File: config.mk
export PLATFORM = sky130hd
export DESIGN_NAME = pc_stack_unit
export DESIGN_NICKNAME = d
export VERILOG_FILES = /design/src/rtl/pc_stack_unit.sv
export SDC_FILE = /design/constraint.sdc
export NUM_CORES = 1
export LEC_CHECK = 0
export BUFFER_PORTS_ARGS = -buffer_cell sky130_fd_sc_hd__buf_2
export CORE_AREA = 5 5 119 150
export CTS_CLUSTER_DIAMETER = 40
export DETAILED_ROUTE_END_ITERATION = 6
export DIE_AREA = 0 0 124 155
export HOLD_SLACK_MARGIN = 0.08
export PLACE_DENSITY = 0.4
export SYNTH_ARGS = -nofsm -noshare
export SYNTH_HDL_FRONTEND = slang
export SYNTH_SLANG_ARGS = --single-unit
File: constraint.sdc
create_clock -name clk -period 5.7 [get_ports clk]
set_input_delay 0.855 -clock clk [delete_from_list [all_inputs] [get_ports clk]]
set_output_delay 0.855 -clock clk [all_outputs]
set_load 0.05 [all_outputs]
File: src/rtl/pc_stack_unit.sv
// pc_stack_unit: program counter with an internal return-address stack.
// Holds the fetch address. Supports increment, absolute jump, signed
// relative branch, CLEAR, and subroutine call/return. Stack overflow and
// underflow set sticky error flags.
// Optional feature macro: PC_TRAP_EN. When it is defined, a stack fault
// also loads pc with TRAP_VECTOR.
module pc_stack_unit #(
  parameter int AW           = 12,
  parameter int OW           = 8,
  parameter int DEPTH        = 4,
  parameter int RESET_VECTOR = 0,
  parameter int TRAP_VECTOR  = 'hFF0
) (
  input  logic                         clk,
  input  logic                         rst,
  input  logic                         en,
  input  logic [2:0]                   op,
  input  logic [AW-1:0]                target,
  input  logic [OW-1:0]                offset,
  input  logic                         clr_err,
  output logic [AW-1:0]                pc,
  output logic [$clog2(DEPTH+1)-1:0]   sp,
  output logic                         stack_full,
  output logic                         stack_empty,
  output logic                         ovf_err,
  output logic                         unf_err
);

  localparam int SPW = $clog2(DEPTH+1);
  localparam int IW  = (DEPTH > 1) ? $clog2(DEPTH) : 1;
  localparam logic [AW-1:0]  RESET_PC = AW'(RESET_VECTOR);
  localparam logic [SPW-1:0] SP_FULL  = SPW'(DEPTH);

  localparam logic [2:0] OP_HOLD   = 3'b000;
  localparam logic [2:0] OP_INC    = 3'b001;
  localparam logic [2:0] OP_JUMP   = 3'b010;
  localparam logic [2:0] OP_BRANCH = 3'b011;
  localparam logic [2:0] OP_CALL   = 3'b100;
  localparam logic [2:0] OP_RET    = 3'b101;
  localparam logic [2:0] OP_CLEAR  = 3'b110;

  if (OW > AW || DEPTH < 1) begin : g_bad_params
    $error("pc_stack_unit: requires OW <= AW and DEPTH >= 1");
  end

`ifdef PC_TRAP_EN
  localparam logic [AW-1:0] TRAP_PC = AW'(TRAP_VECTOR);
`else
  // The trap vector has no effect in this build.
  logic unused_trap_vector;
  assign unused_trap_vector = ^TRAP_VECTOR;
`endif

  logic [AW-1:0]  stack [DEPTH];
  logic [AW-1:0]  pc_nxt;
  logic [AW-1:0]  pc_inc;
  logic [AW-1:0]  off_ext;
  logic [SPW-1:0] sp_nxt;
  logic [IW-1:0]  push_idx;
  logic [IW-1:0]  pop_idx;
  logic           push;
  logic           ovf_set;
  logic           unf_set;

  assign stack_full  = (sp == SP_FULL);
  assign stack_empty = (sp == '0);
  assign pc_inc      = pc + AW'(1);
  // The index is only used when it is in range: a push needs sp < DEPTH,
  // and a pop needs sp > 0.
  assign push_idx    = IW'(sp);
  assign pop_idx     = IW'(sp - SPW'(1));

  // Sign-extend the branch displacement to the address width.
  always_comb begin
    off_ext = {AW{offset[OW-1]}};
    off_ext[OW-1:0] = offset;
  end

  // Decode the operation into the next pc/sp, stack push and fault events.
  // When en is low, nothing changes and no fault is reported.
  always_comb begin
    pc_nxt  = pc;
    sp_nxt  = sp;
    push    = 1'b0;
    ovf_set = 1'b0;
    unf_set = 1'b0;
    if (en) begin
      case (op)
        OP_HOLD:   pc_nxt = pc;
        OP_INC:    pc_nxt = pc_inc;
        OP_JUMP:   pc_nxt = target;
        OP_BRANCH: pc_nxt = pc + off_ext;
        OP_CALL: begin
          if (stack_full) begin
            ovf_set = 1'b1;
`ifdef PC_TRAP_EN
            pc_nxt  = TRAP_PC;
`endif
          end else begin
            push   = 1'b1;
            sp_nxt = sp + SPW'(1);
            pc_nxt = target;
          end
        end
        OP_RET: begin
          if (stack_empty) begin
            unf_set = 1'b1;
`ifdef PC_TRAP_EN
            pc_nxt  = TRAP_PC;
`endif
          end else begin
            sp_nxt = sp - SPW'(1);
            pc_nxt = stack[pop_idx];
          end
        end
        OP_CLEAR: begin
          pc_nxt = RESET_PC;
          sp_nxt = '0;
        end
        default:   pc_nxt = pc;
      endcase
    end
  end

  // Update pc, sp and the sticky error flags. A new fault wins over clr_err.
  always_ff @(posedge clk or posedge rst) begin
    if (rst) begin
      pc      <= RESET_PC;
      sp      <= '0;
      ovf_err <= 1'b0;
      unf_err <= 1'b0;
    end else begin
      pc      <= pc_nxt;
      sp      <= sp_nxt;
      ovf_err <= ovf_set | (ovf_err & ~clr_err);
      unf_err <= unf_set | (unf_err & ~clr_err);
    end
  end

  // Return-address storage. Its contents after reset are don't-care, so it is not reset.
  always_ff @(posedge clk) begin
    if (push) stack[push_idx] <= pc_inc;
  end

endmodule

# Word level (Yosys, flattened, before mapping)
# Memory sizes are Yosys's and may differ from the RTL's.
# Index checks and enable logic that the tools add are counted.
# W data, S select, Z words.
# totals
input_bits,27
n_memories,1
regBits,17
ramBits,48
output_inout_bits,19
word_cells,45
# classes
n_eq_ne,9
addsub,4
bitwise_logic,5
n_mux,17
reduce_logical,5
# memory_table
memory,depth,width,read_ports,rd_clocked_by_memory_dff,wr,line,source
stack,4,12,1,0,1,54,logic [AW-1:0] stack [DEPTH];
# ops
operator,count
$pmux W12 S6,1
$mux W12,2
$add A12 B1 Y12 const B,1
$add A12 B12 Y12,1
$eq A3 B3 Y1 const B,4
$mux W1,11
$pmux W3 S3,1
$reduce_and A4 Y1,2
$eq A3 B2 Y1 const B,2
$mux W3,2
$reduce_bool A6 Y1,1
$ne A2 B2 Y1 const B,2
$add A3 B1 Y3 const B,1
$eq A3 B1 Y1 const B,1
$logic_not A3 Y1,1
$reduce_bool A3 Y1,1
$sub A3 B1 Y3 const B,1
$and A1 B1 Y1,2
$or A1 B1 Y1,2
$not A1 Y1,1

# Logic depth before layout (Yosys ltp)
# depth
word_depth,6
ltp_mapped,10
ltp_nobuf,7

# Worst setup path after synthesis
# No wires, ideal clock.
# synth_path
kind,input -> register
startpoint,input port op[1]
endpoint,memory stack[0][0] (enable)
t_required_ps,5304
setup_ps,396
n_path_buf,2
cell_stages,5
setup_slack_ps,2988
t_arrival_ps,2316
path_cell_list,buf_2 -> inv_1 -> buf_2 -> nand3_1 -> nor3_1
# synth_via
elab_chain_len,5
# synth_lines
element,line,source
from (decl),17,"input logic [2:0] op,"
$eq A3 B3 Y1,88,case (op)
$mux W1,88,
$mux W1,87,if (en) begin
$mux W1,142,if (push) stack[push_idx] <= pc_inc;
$mux W1 (not written as such),142,
to (decl),54,
# No other way between the ends.

# Final worst setup path
# layout_path
startpoint,register sp[0]
endpoint,register pc[11]
# layout_via
elab_chain_len,4
elab_cells_between_ends,9
cone_classes,add/sub (1); eq/ne (3); mux (2); reduce/logical (2); memory (1)
# layout_lines
element,line,source
from (decl),22,"output logic [$clog2(DEPTH+1)-1:0] sp,"
from (signal assigned),134,sp <= sp_nxt;
$sub A3 B1 Y3,-,
$mem_v2 Z4 W12,-,
$mux W12,106,if (stack_empty) begin
$pmux W12 S6,88,
to (signal assigned),133,pc <= pc_nxt;
to (decl),21,"output logic [AW-1:0] pc,"
# Several ways; a longest one is shown, not always the timed one. The select of a mux whose other input is x is not followed.
# A chain may end at the register's enable or synchronous reset.

==> metrics.md <==
| Metric | Value |
|---|---|
| Status | finished clean |
| Leak | ~0.0018 µW |
| Crit path DAT | 3.34 ns |
| Max Cap Viol | 0 |
| Most frequent cells in the layout | 48 x edfxtp_1, 45 x buf_2, 21 x nor2_1, 20 x nand2_1, 19 x a21oi_1 |
| Critical path buffer and inverter count | 1 |
| Clk buf depth | 2 |
| Clk network pwr share | 22.6% |
| Flop pwr share | roughly a third |
| Ranking of synthesized cells by area | edfxtp_1 36%, dfrtp_1 11%, mux4_2 6.8% |
| Met3 Usage GRT | 1.49% |
| Die area | 19200 µm² |
| Post-synthesis sequential area ratio | 46.9% |
| Starting Density | between 20% and 30% |
| Post-CTS sizing | 0 |
| Internal power | 1280 µW |
| Setup WS post-layout | 2.56 ns |
| Clk Latency, worst-skew pair | ~0.33 ns |
| Clk sinks | 65 |
| Initial antenna violation count | 0 |
| Pin count of the biggest net entering global routing | 33 |
| Fillcell total | 1725 |
| Ys flop type | edfxtp_1 |
| Syn. warnings | 0 |
| Worst slew margin | 36.2% |
| Total Negative Setup Slacks | 0 ns |
| Area leader, netlist | edfxtp_1 |
| Cells along the critical path | inv_1 > ha_1 > mux4_2 > nand2_1 > a21boi_1 > a2111oi_2 > a21boi_1 |
| Met2 Use GR | ~23% |
| Comb pwr share | 45.4% |
| Final hold viol count | 0 |
| # Post-CTS Setup Buffers | 0 |
| Area Growth Syn to Fin | 17.4% |
| Final Skew | approximately 0.0086 ns |
| Syn nets | roughly 390 |
| Synth top area share | 36.2% |
| CTS Buf Count | 9 |
| # setup viols final | 0 |
| Share of cells above drive strength 1 | 23.7% |
| CTS hold repair buffers | 0 |
| Overall power | 2280 µW |
| EDFF count, synth | 48 |
| Final HPWL DP | 9010 µm |
| PwrDens | 488 nW/µm² |
| Max IR drop VDD | 0.132 mV |
| Via count | 2947 |
| First DRT Iteration DRCs | between 200 and 250 |
| Number of remaining DRC errors | 0 |
| Switching Share | 44.0% |
| Cells after Synth | 342 |
| Pre-CTS WS | around 2.5 ns |
| Routability-driven placement congestion ratio | between 0.7 and 0.8 |
| Crit Path Max Fanout | 18 |
| Die width | 124 µm |
| ANT nets after route | 0 |
| Worst Tran Pin Value | 0.957 ns |
| Tmin final | 3.14 ns |
| Drt first pass iters | 5 |
| Clk slew on worst S/H paths | 0.06 ns |
| Syn avg cell area | 11.6 µm² |
| Yosys cell types | 73 |
| Required @ worst endpoint | 5.91 ns |
| CP Capture Type | register |
| CTS tree | built |
| Grt ovf | 0 |
| # diodes | 0 |
| I/O Pins | 46 |
| F_max | between 0.3 and 0.4 GHz |
| Final #Nets | 428 |
| FF+latch count, synth | 65 |
| Post-DR vias/cell | 4.85 |
| Row count | 53 |
| Core area | approximately 16000 µm² |
| Commonest non-fill, non-tap cell in the layout | edfxtp_1 |
| RSZ-0062 raised after global routing | no |
| First-pass GRT wire length | 17900 µm |
| CP max stage delay | 0.97 ns |
| H-tree depth | 3 |
| GRT Util Overall | approximately an eighth |
| Critical path's top delay family | flip-flops |
| Die H | 155 µm |
| Slowest cell on the critical path | dfrtp_1 |
| Critical Path Most Common Cell | a21boi_1 |
| Clk root buf | clkbuf_16 |
| Layer with the highest usage | met2 |
| Setup CP Type | register to register |
| Detailed Route WL | between 10000 and 15000 µm |
| Pins Over Slew Limit | 0 |
| Psw | 1000 µW |
| Worst Hold Class | register to register |
| Setup crit start kind | register |
| PortBufs | between 40 and 50 |
| Netlist Area Pre-Place | between 3000 and 4000 µm² |
| Async SR Flop Fraction | about a quarter |
| Vias in the first global route | 3001 |
| GRT met1 Usage | between 10% and 20% |
| WL per Instance | 19.4 µm |
| Crit share post-route | 55.0% |
cell type report:
class | instances | area [µm²] | area share, %
Clock buffer | 9 | 225 | 4.82
Clock inverter | 7 | 55.1 | 1.18
Inverter | 15 | 56.3 | 1.20
Multi-Input combinational cell | 246 | 1960 | 42.0
Sequential cell | 65 | 1870 | 39.9
Tap cell | 220 | 275 | 5.89
Timing Repair Buffer | 46 | 233 | 4.98
worst register-to-register path, stage by stage, from the launching register on:
cell and delay, ns:
dfrtp_1 0.97, inv_1 0.21, ha_1 0.75, mux4_2 0.41, nand2_1 0.09, a21boi_1 0.09
a2111oi_2 0.39, a21boi_1 0.10
registers in the layout, indices dropped and copies added (netlist names):
name     count
stack       48
pc          12
sp           3
ovf_err      1
unf_err      1
kinds of logic (layout without fill, tap and decap cells):
family	count (synthesis)	count (layout)	share of synthesized area [%]
multiplexers	19	19	8.61
flip-flops	65	65	46.9
AO/OA/AOI/OAI	103	103	18.8
XOR/XNOR	15	15	3.30
AND/OR/NAND/NOR	90	90	12.3
adder cells (fa/ha/maj)	19	19	6.10
buffers and inverters	31	77	3.96
Yosys cell counts, types with 4 or more instances:
cell / count
ha_1: 17
a211o_1: 4
xnor2_1: 11
xor2_1: 4
nand3_1: 8
a221oi_1: 4
mux4_2: 12
o31ai_1: 5
nand2b_1: 4
o22ai_1: 4
a21oi_1: 19
a31oi_1: 7
buf_2: 6
a21o_1: 6
o21ai_0: 17
clkbuf_1: 5
edfxtp_1: 48
mux2i_1: 5
nor2_1: 21
inv_1: 15
and3_1: 6
dfrtp_1: 17
nand2_1: 20
and2_1: 6
o211ai_1: 4
power by group through the flow:
stage | registers, µW | logic, µW | clock network, µW
after global routing | 743 | 1120 | 549
after detailed placement | 739 | 1040 | 0
after floorplan | 845 | 648 | 0
final | 729 | 1040 | 516
after global placement | 738 | 1050 | 0
after CTS | 730 | 1050 | 530
worst paths after layout:
check	cells after the start	startpoint	endpoint	slack [ns]
max in group asynchronous	2	rst	pc[1]	4.51
worst max-delay path	7	sp[0]	pc[11]	2.56
worst min-delay path	1	ovf_err	ovf_err	0.50
worst min register to register	1	ovf_err	ovf_err	0.50
min in group asynchronous	2	rst	unf_err	0.67
worst max register to register	7	sp[0]	pc[11]	2.56
routing by layer:
layer,vias up,part of all wire [%]
met1,1461,41
met3,13,3.0
li1,1411,-
met2,62,54
met4,0,1.9
met5,-,0
per-stage QoR:
stage | util [%] | area [µm²] | hold slack, ns | instances
floorplan | - | 3980 | 0.712 | 342
global placement | 26.8 | 4390 | 0.485 | 592
detailed placement | 26.8 | 4390 | 0.480 | 592
CTS | 28.5 | 4670 | 0.502 | 608
global route | 28.5 | 4670 | 0.514 | 608
finish | 28.5 | 4670 | 0.501 | 608
Note: power is estimated with default switching activity, not from simulation.
